--- config.mk ---
export PLATFORM = sky130hd
export DESIGN_NAME = bcd_seg7_scanner
export DESIGN_NICKNAME = d
export VERILOG_FILES = /design/src/rtl/bcd_seg7_scanner.sv
export SDC_FILE = /design/constraint.sdc
export NUM_CORES = 1
export LEC_CHECK = 0
export BUFFER_PORTS_ARGS = -buffer_cell sky130_fd_sc_hd__buf_2
export CORE_ASPECT_RATIO = 0.75
export CORE_UTILIZATION = 49
export CTS_CLUSTER_SIZE = 10
export DETAILED_ROUTE_END_ITERATION = 6
export PLACE_DENSITY = 0.86
export SLEW_MARGIN = 5
export SYNTH_ARGS = -nofsm -noshare
export SYNTH_HDL_FRONTEND = slang
export SYNTH_SLANG_ARGS = --single-unit
--- constraint.sdc ---
create_clock -name clk -period 2.08 [get_ports clk]
set_input_delay 0.208 -clock clk [delete_from_list [all_inputs] [get_ports clk]]
set_output_delay 0.208 -clock clk [all_outputs]
set_load 0.03 [all_outputs]
--- src/rtl/bcd_seg7_scanner.sv ---
// Multiplexed 7-segment scanner for packed BCD digits, with a refresh prescaler,
// inter-digit blanking and BCD decode. Define LEADING_ZERO_BLANK_EN to suppress leading zeros.
module bcd_seg7_scanner #(
    parameter int DIGITS         = 4,
    parameter int REFRESH_DIV    = 50000,
    parameter int BLANK_CYCLES   = 2,
    parameter int SEG_ACTIVE_LOW = 1,
    parameter int AN_ACTIVE_LOW  = 1
) (
    input  logic                                        clk,
    input  logic                                        rst,
    input  logic [4*DIGITS-1:0]                         bcd_in,
    input  logic [DIGITS-1:0]                           dp_in,
    input  logic                                        load,
    output logic [6:0]                                  seg,
    output logic                                        dp,
    output logic [DIGITS-1:0]                           an,
    output logic [((DIGITS > 1) ? $clog2(DIGITS) : 1)-1:0] scan_idx
);

    localparam int IDX_W = (DIGITS > 1) ? $clog2(DIGITS) : 1;
    localparam int CNT_W = $clog2(REFRESH_DIV);

    localparam logic [6:0]        SEG_OFF = (SEG_ACTIVE_LOW != 0) ? 7'h7F : 7'h00;
    localparam logic              DP_OFF  = (SEG_ACTIVE_LOW != 0);
    localparam logic [DIGITS-1:0] AN_OFF  = (AN_ACTIVE_LOW != 0) ? {DIGITS{1'b1}} : {DIGITS{1'b0}};

    logic [4*DIGITS-1:0] shadow_bcd_reg;
    logic [DIGITS-1:0]   shadow_dp_reg;
    logic [CNT_W-1:0]    cnt_reg;
    logic [IDX_W-1:0]    idx_reg;
    logic [6:0]          seg_reg, seg_next;
    logic                dp_reg, dp_next;
    logic [DIGITS-1:0]   an_reg, an_next;

    logic [3:0]          digit [DIGITS];
    logic [DIGITS-1:0]   lz_blank;
    logic [DIGITS-1:0]   an_onehot;
    logic                in_blank;
    logic                slot_end;

    generate
        for (genvar gi = 0; gi < DIGITS; gi++) begin : g_digit
            assign digit[gi] = shadow_bcd_reg[4*gi +: 4];
        end
    endgenerate

`ifdef LEADING_ZERO_BLANK_EN
    // Walk down from the most significant digit; a digit stays dark while
    // everything above it (and itself) is zero and it carries no decimal point.
    always_comb begin
        logic upper_zero;
        upper_zero = 1'b1;
        lz_blank   = '0;
        for (int k = DIGITS - 1; k >= 1; k--) begin
            upper_zero  = upper_zero && (digit[k] == 4'd0);
            lz_blank[k] = upper_zero && !shadow_dp_reg[k];
        end
    end
`else
    assign lz_blank = '0;
`endif

    function automatic logic [6:0] decode(input logic [3:0] v);
        logic [6:0] s;
        case (v)
            4'd0:    s = 7'b0111111;
            4'd1:    s = 7'b0000110;
            4'd2:    s = 7'b1011011;
            4'd3:    s = 7'b1001111;
            4'd4:    s = 7'b1100110;
            4'd5:    s = 7'b1101101;
            4'd6:    s = 7'b1111101;
            4'd7:    s = 7'b0000111;
            4'd8:    s = 7'b1111111;
            4'd9:    s = 7'b1101111;
            default: s = 7'b1000000;
        endcase
        return s;
    endfunction

    assign slot_end = (cnt_reg == CNT_W'(REFRESH_DIV - 1));
    assign in_blank = (BLANK_CYCLES > 0) && (int'(cnt_reg) < BLANK_CYCLES);

    always_ff @(posedge clk) begin
        if (rst) begin
            shadow_bcd_reg <= '0;
            shadow_dp_reg  <= '0;
        end else if (load) begin
            shadow_bcd_reg <= bcd_in;
            shadow_dp_reg  <= dp_in;
        end
    end

    always_ff @(posedge clk) begin
        if (rst) begin
            cnt_reg <= '0;
            idx_reg <= '0;
        end else if (slot_end) begin
            cnt_reg <= '0;
            if (DIGITS == 1 || idx_reg == IDX_W'(DIGITS - 1)) begin
                idx_reg <= '0;
            end else begin
                idx_reg <= idx_reg + IDX_W'(1);
            end
        end else begin
            cnt_reg <= cnt_reg + CNT_W'(1);
        end
    end

    always_comb begin
        an_onehot          = '0;
        an_onehot[idx_reg] = 1'b1;
    end

    always_comb begin
        seg_next = SEG_OFF;
        dp_next  = DP_OFF;
        an_next  = AN_OFF;
        if (!in_blank && !lz_blank[idx_reg]) begin
            seg_next = (SEG_ACTIVE_LOW != 0) ? ~decode(digit[idx_reg]) : decode(digit[idx_reg]);
            dp_next  = shadow_dp_reg[idx_reg] ^ DP_OFF;
            an_next  = an_onehot ^ AN_OFF;
        end
    end

    // Registered pins keep the anode/segment change glitch-free at slot boundaries.
    always_ff @(posedge clk) begin
        if (rst) begin
            seg_reg <= SEG_OFF;
            dp_reg  <= DP_OFF;
            an_reg  <= AN_OFF;
        end else begin
            seg_reg <= seg_next;
            dp_reg  <= dp_next;
            an_reg  <= an_next;
        end
    end

    assign seg      = seg_reg;
    assign dp       = dp_reg;
    assign an       = an_reg;
    assign scan_idx = idx_reg;

endmodule
==> run_results.csv <==
group,metric,value,unit
pwr,powerDensity,720,nW/µm²
clock_network,post_cts_resized,0,
die,io_pins,37,
finish,final_nets,287,
min_path,whs_path_depth,3,
global_route,gr-total-overflow,0,
global_route,grt_antenna_before_repair,0,
sta,rsz0062_at_grt,"no",
critical_path,rrSetupSlack,0.12,ns
routing,drtPass1Iterations,4,
critical_path,rr_endpoint,"scan_idx[0]$_SDFFE_PP0N_",
pwr,leakagePower,1.04,nW
clock_network,clk_path_buf_depth,2,
finish,insertedDiodeCount,0,
critical_path,crit_start,"cnt_reg[5]$_SDFF_PP0_",
clock_network,cts_buffers,5,
routing,drc_errors,0,
routing,highest_layer,"met4",
clock_network,cts_sinks,50,
sta,fmax,510,MHz
sta,fin_crit_sh,94.3,%
routing,num_vias,1587,
pwr,ir_drop,497,µV
sta,clock_skew,0.00767,ns
logic_synthesis,syn_area_per_cell,9.74,µm²
logic_synthesis,ys_warn_count,0,
routing,ant_nets,0,
clock_network,clk-insertion-delay-late,0.31,ns
global_route,grt_max_degree,26,
logic_synthesis,synthTopCellsByCount,"50 x dfxtp_1, 37 x nor2_1, 21 x mux2i_1",
clock_network,clk_pin_slew,0.08,ns
critical_path,worstPathRequired,2.31,ns
logic_synthesis,synth_top_area_share,47.1,%
logic_synthesis,ys_types,27,
critical_path,r2r-start,"cnt_reg[5]$_SDFF_PP0_",
place,post-dp-hpwl,2900,µm
routing,drt-met1-wl,1930,µm
sta,fin_hold_ws,0.140,ns
critical_path,cp_cell_sequence,"or3_1 -> or4_4 -> or4_1 -> a21oi_1",
routing,vias_per_cell,5.12,
critical_path,crit_path_start_kind,"flip-flop",
logic_synthesis,yosysMostFrequentCell,"dfxtp_1",
global_route,grt_pass1_vias,1452,
sta,hold_viol,0,
logic_synthesis,ys.flop_type,"dfxtp_1",
die,coreArea,4100,µm²
finish,layout-drive-gt1-share,22.4,%
logic_synthesis,synth_edf_count,0,
global_route,grt_use_total,19.4,%
logic_synthesis,syn_nets,251,
routing,met2WireLength,1800,µm
logic_synthesis,synth_area_leader_cell,"dfxtp_1",
routing,wl_met3,200,µm
critical_path,reg2reg_depth,4,
clock_network,cts-root-buf,"clkbuf_8",
logic_synthesis,synth_seq_cells,50,
min_path,holdCritPathClass,"input pin to flip-flop",
critical_path,arrival,2.20,ns
finish,synthToLayoutAreaGrowth,16.3,%
logic_synthesis,yosysSeqAreaShare,47.1,%
clock_network,cts_setup_buffers,0,
place,port_buffers,36,
logic_synthesis,synth_cells,218,
sta,timing.setup.tns,0,ns
clock_network,holdBufCountCts,0,
sta,finalCriticalPeriod,1.96,ns
critical_path,cpPeakStageDelay,0.56,ns
outcome,outcome,"finished clean",
die,fp-row-count,20,
global_route,grt_pass1_wl,6610,µm
critical_path,end_kind,"flip-flop",
clock_network,cts_tree,"yes",
logic_synthesis,synth_area,2120,µm²
logic_synthesis,synth.area.top_cells,"dfxtp_1 47%, mux2i_1 9.9%, nor2_1 6.5%",
die,initial_core_util,51.7,%
die,die_height,59.0,µm
place,place.gp.congestion,0.798,
sta,slew-limit-headroom,47.6,%
finish,finish.utilization,60.2,%
routing,drtIter0Drc,45,
critical_path,critPathKind,"flip-flop to flip-flop",
routing,wl_per_cell,12.8,µm
sta,worst_slew_pin_slew,0.783,ns
die,dieArea,4600,µm²
flow_run,drv_cap,0,
routing,wirelength,3980,µm
sta,slew_viol_final,0,
sta,setup_viol,0,
die,fp.dieW,78.0,µm
critical_path,path_max_fanout,5,
min_path,hold_start,"bcd_in[13]",
min_path,hold_path_end,"shadow_bcd_reg[13]$_SDFFE_PP0P_",
clock_network,cts.htree.levels,2,
logic_synthesis,ys_async_sr_fraction,0,%
critical_path,cp_slowest_cell,"or4_4",
## layer usage
metal	up-vias	global-route usage (%)
met2	34	31.4
met3	4	6.92
li1	813	-
met1	736	23.9
met4	0	7.94
met5	-	0
## stage by stage
step / cells / power (mW) / area [µm²] / setup slack, ns
after floorplan: 218 / 1.16 / 2130 / 0.0426
after global placement: 302 / 1.22 / 2380 / 0.0744
after detailed placement: 302 / 1.22 / 2380 / 0.0385
after CTS: 310 / 1.79 / 2470 / 0.00425
after global routing: 310 / 1.86 / 2470 / 0.00707
final: 310 / 1.78 / 2470 / 0.118
## cell families (layout without fill, tap and decap cells)
family                     after synthesis  after routing  share of synthesized area, %
AOI/OAI and AO/OA                       22             22                          5.72
xor gates and xnor gates                12             12                          4.95
buffers and inverters                   22             59                          3.95
and+or+nand+nor                         76             76                          17.1
DFF                                     50             50                          47.1
adders and majority gates               10             10                          5.89
muxes                                   26             26                          15.2
## layout by cell type (no fill, tap or decap), drive strengths merged, types with 7 or more instances in the layout
cell / synthesis / layout
a21oi: 9 / 9
buf: 1 / 41
clkbuf: 11 / 7
dfxtp: 50 / 50
ha: 10 / 10
inv: 10 / 10
mux2i: 21 / 21
nand2: 10 / 10
nand3: 7 / 7
nor2: 37 / 37
o21ai: 10 / 10
xor2: 9 / 9
## cell type report
cell class / count / area [µm²]
fillers: 349 / 1640
well taps: 55 / 68.8
clock inverters: 1 / 5.00
multi-input cells: 146 / 1040
flip-flops and latches: 50 / 1000
inverters: 10 / 37.5
repair buffers: 41 / 230
clock buffers: 7 / 86.3
## critical path, delay by kind of cell, from the launching register on
family	cells	cell delay [ns]
AND/OR/NAND/NOR	3	1.39
flip-flops	1	0.35
AO/OA/AOI/OAI	1	0.15
## worst max-delay path by stage
stage	slack, ns	cells after the start	end
finish	0.12	4	scan_idx[0]$_SDFFE_PP0N_
global route	0.007	4	scan_idx[0]$_SDFFE_PP0N_
CTS	0.004	4	scan_idx[0]$_SDFFE_PP0N_
detailed placement	0.04	4	scan_idx[0]$_SDFFE_PP0N_
global placement	0.07	4	scan_idx[0]$_SDFFE_PP0N_
floorplan	0.04	6	seg[3]$_SDFF_PP1_
## power breakdown
part	switching [mW]	internal [mW]
clock	0.308	0.269
sequential	0.0199	0.997
combinational	0.105	0.0784
Note: power is estimated with default switching activity, not from simulation.
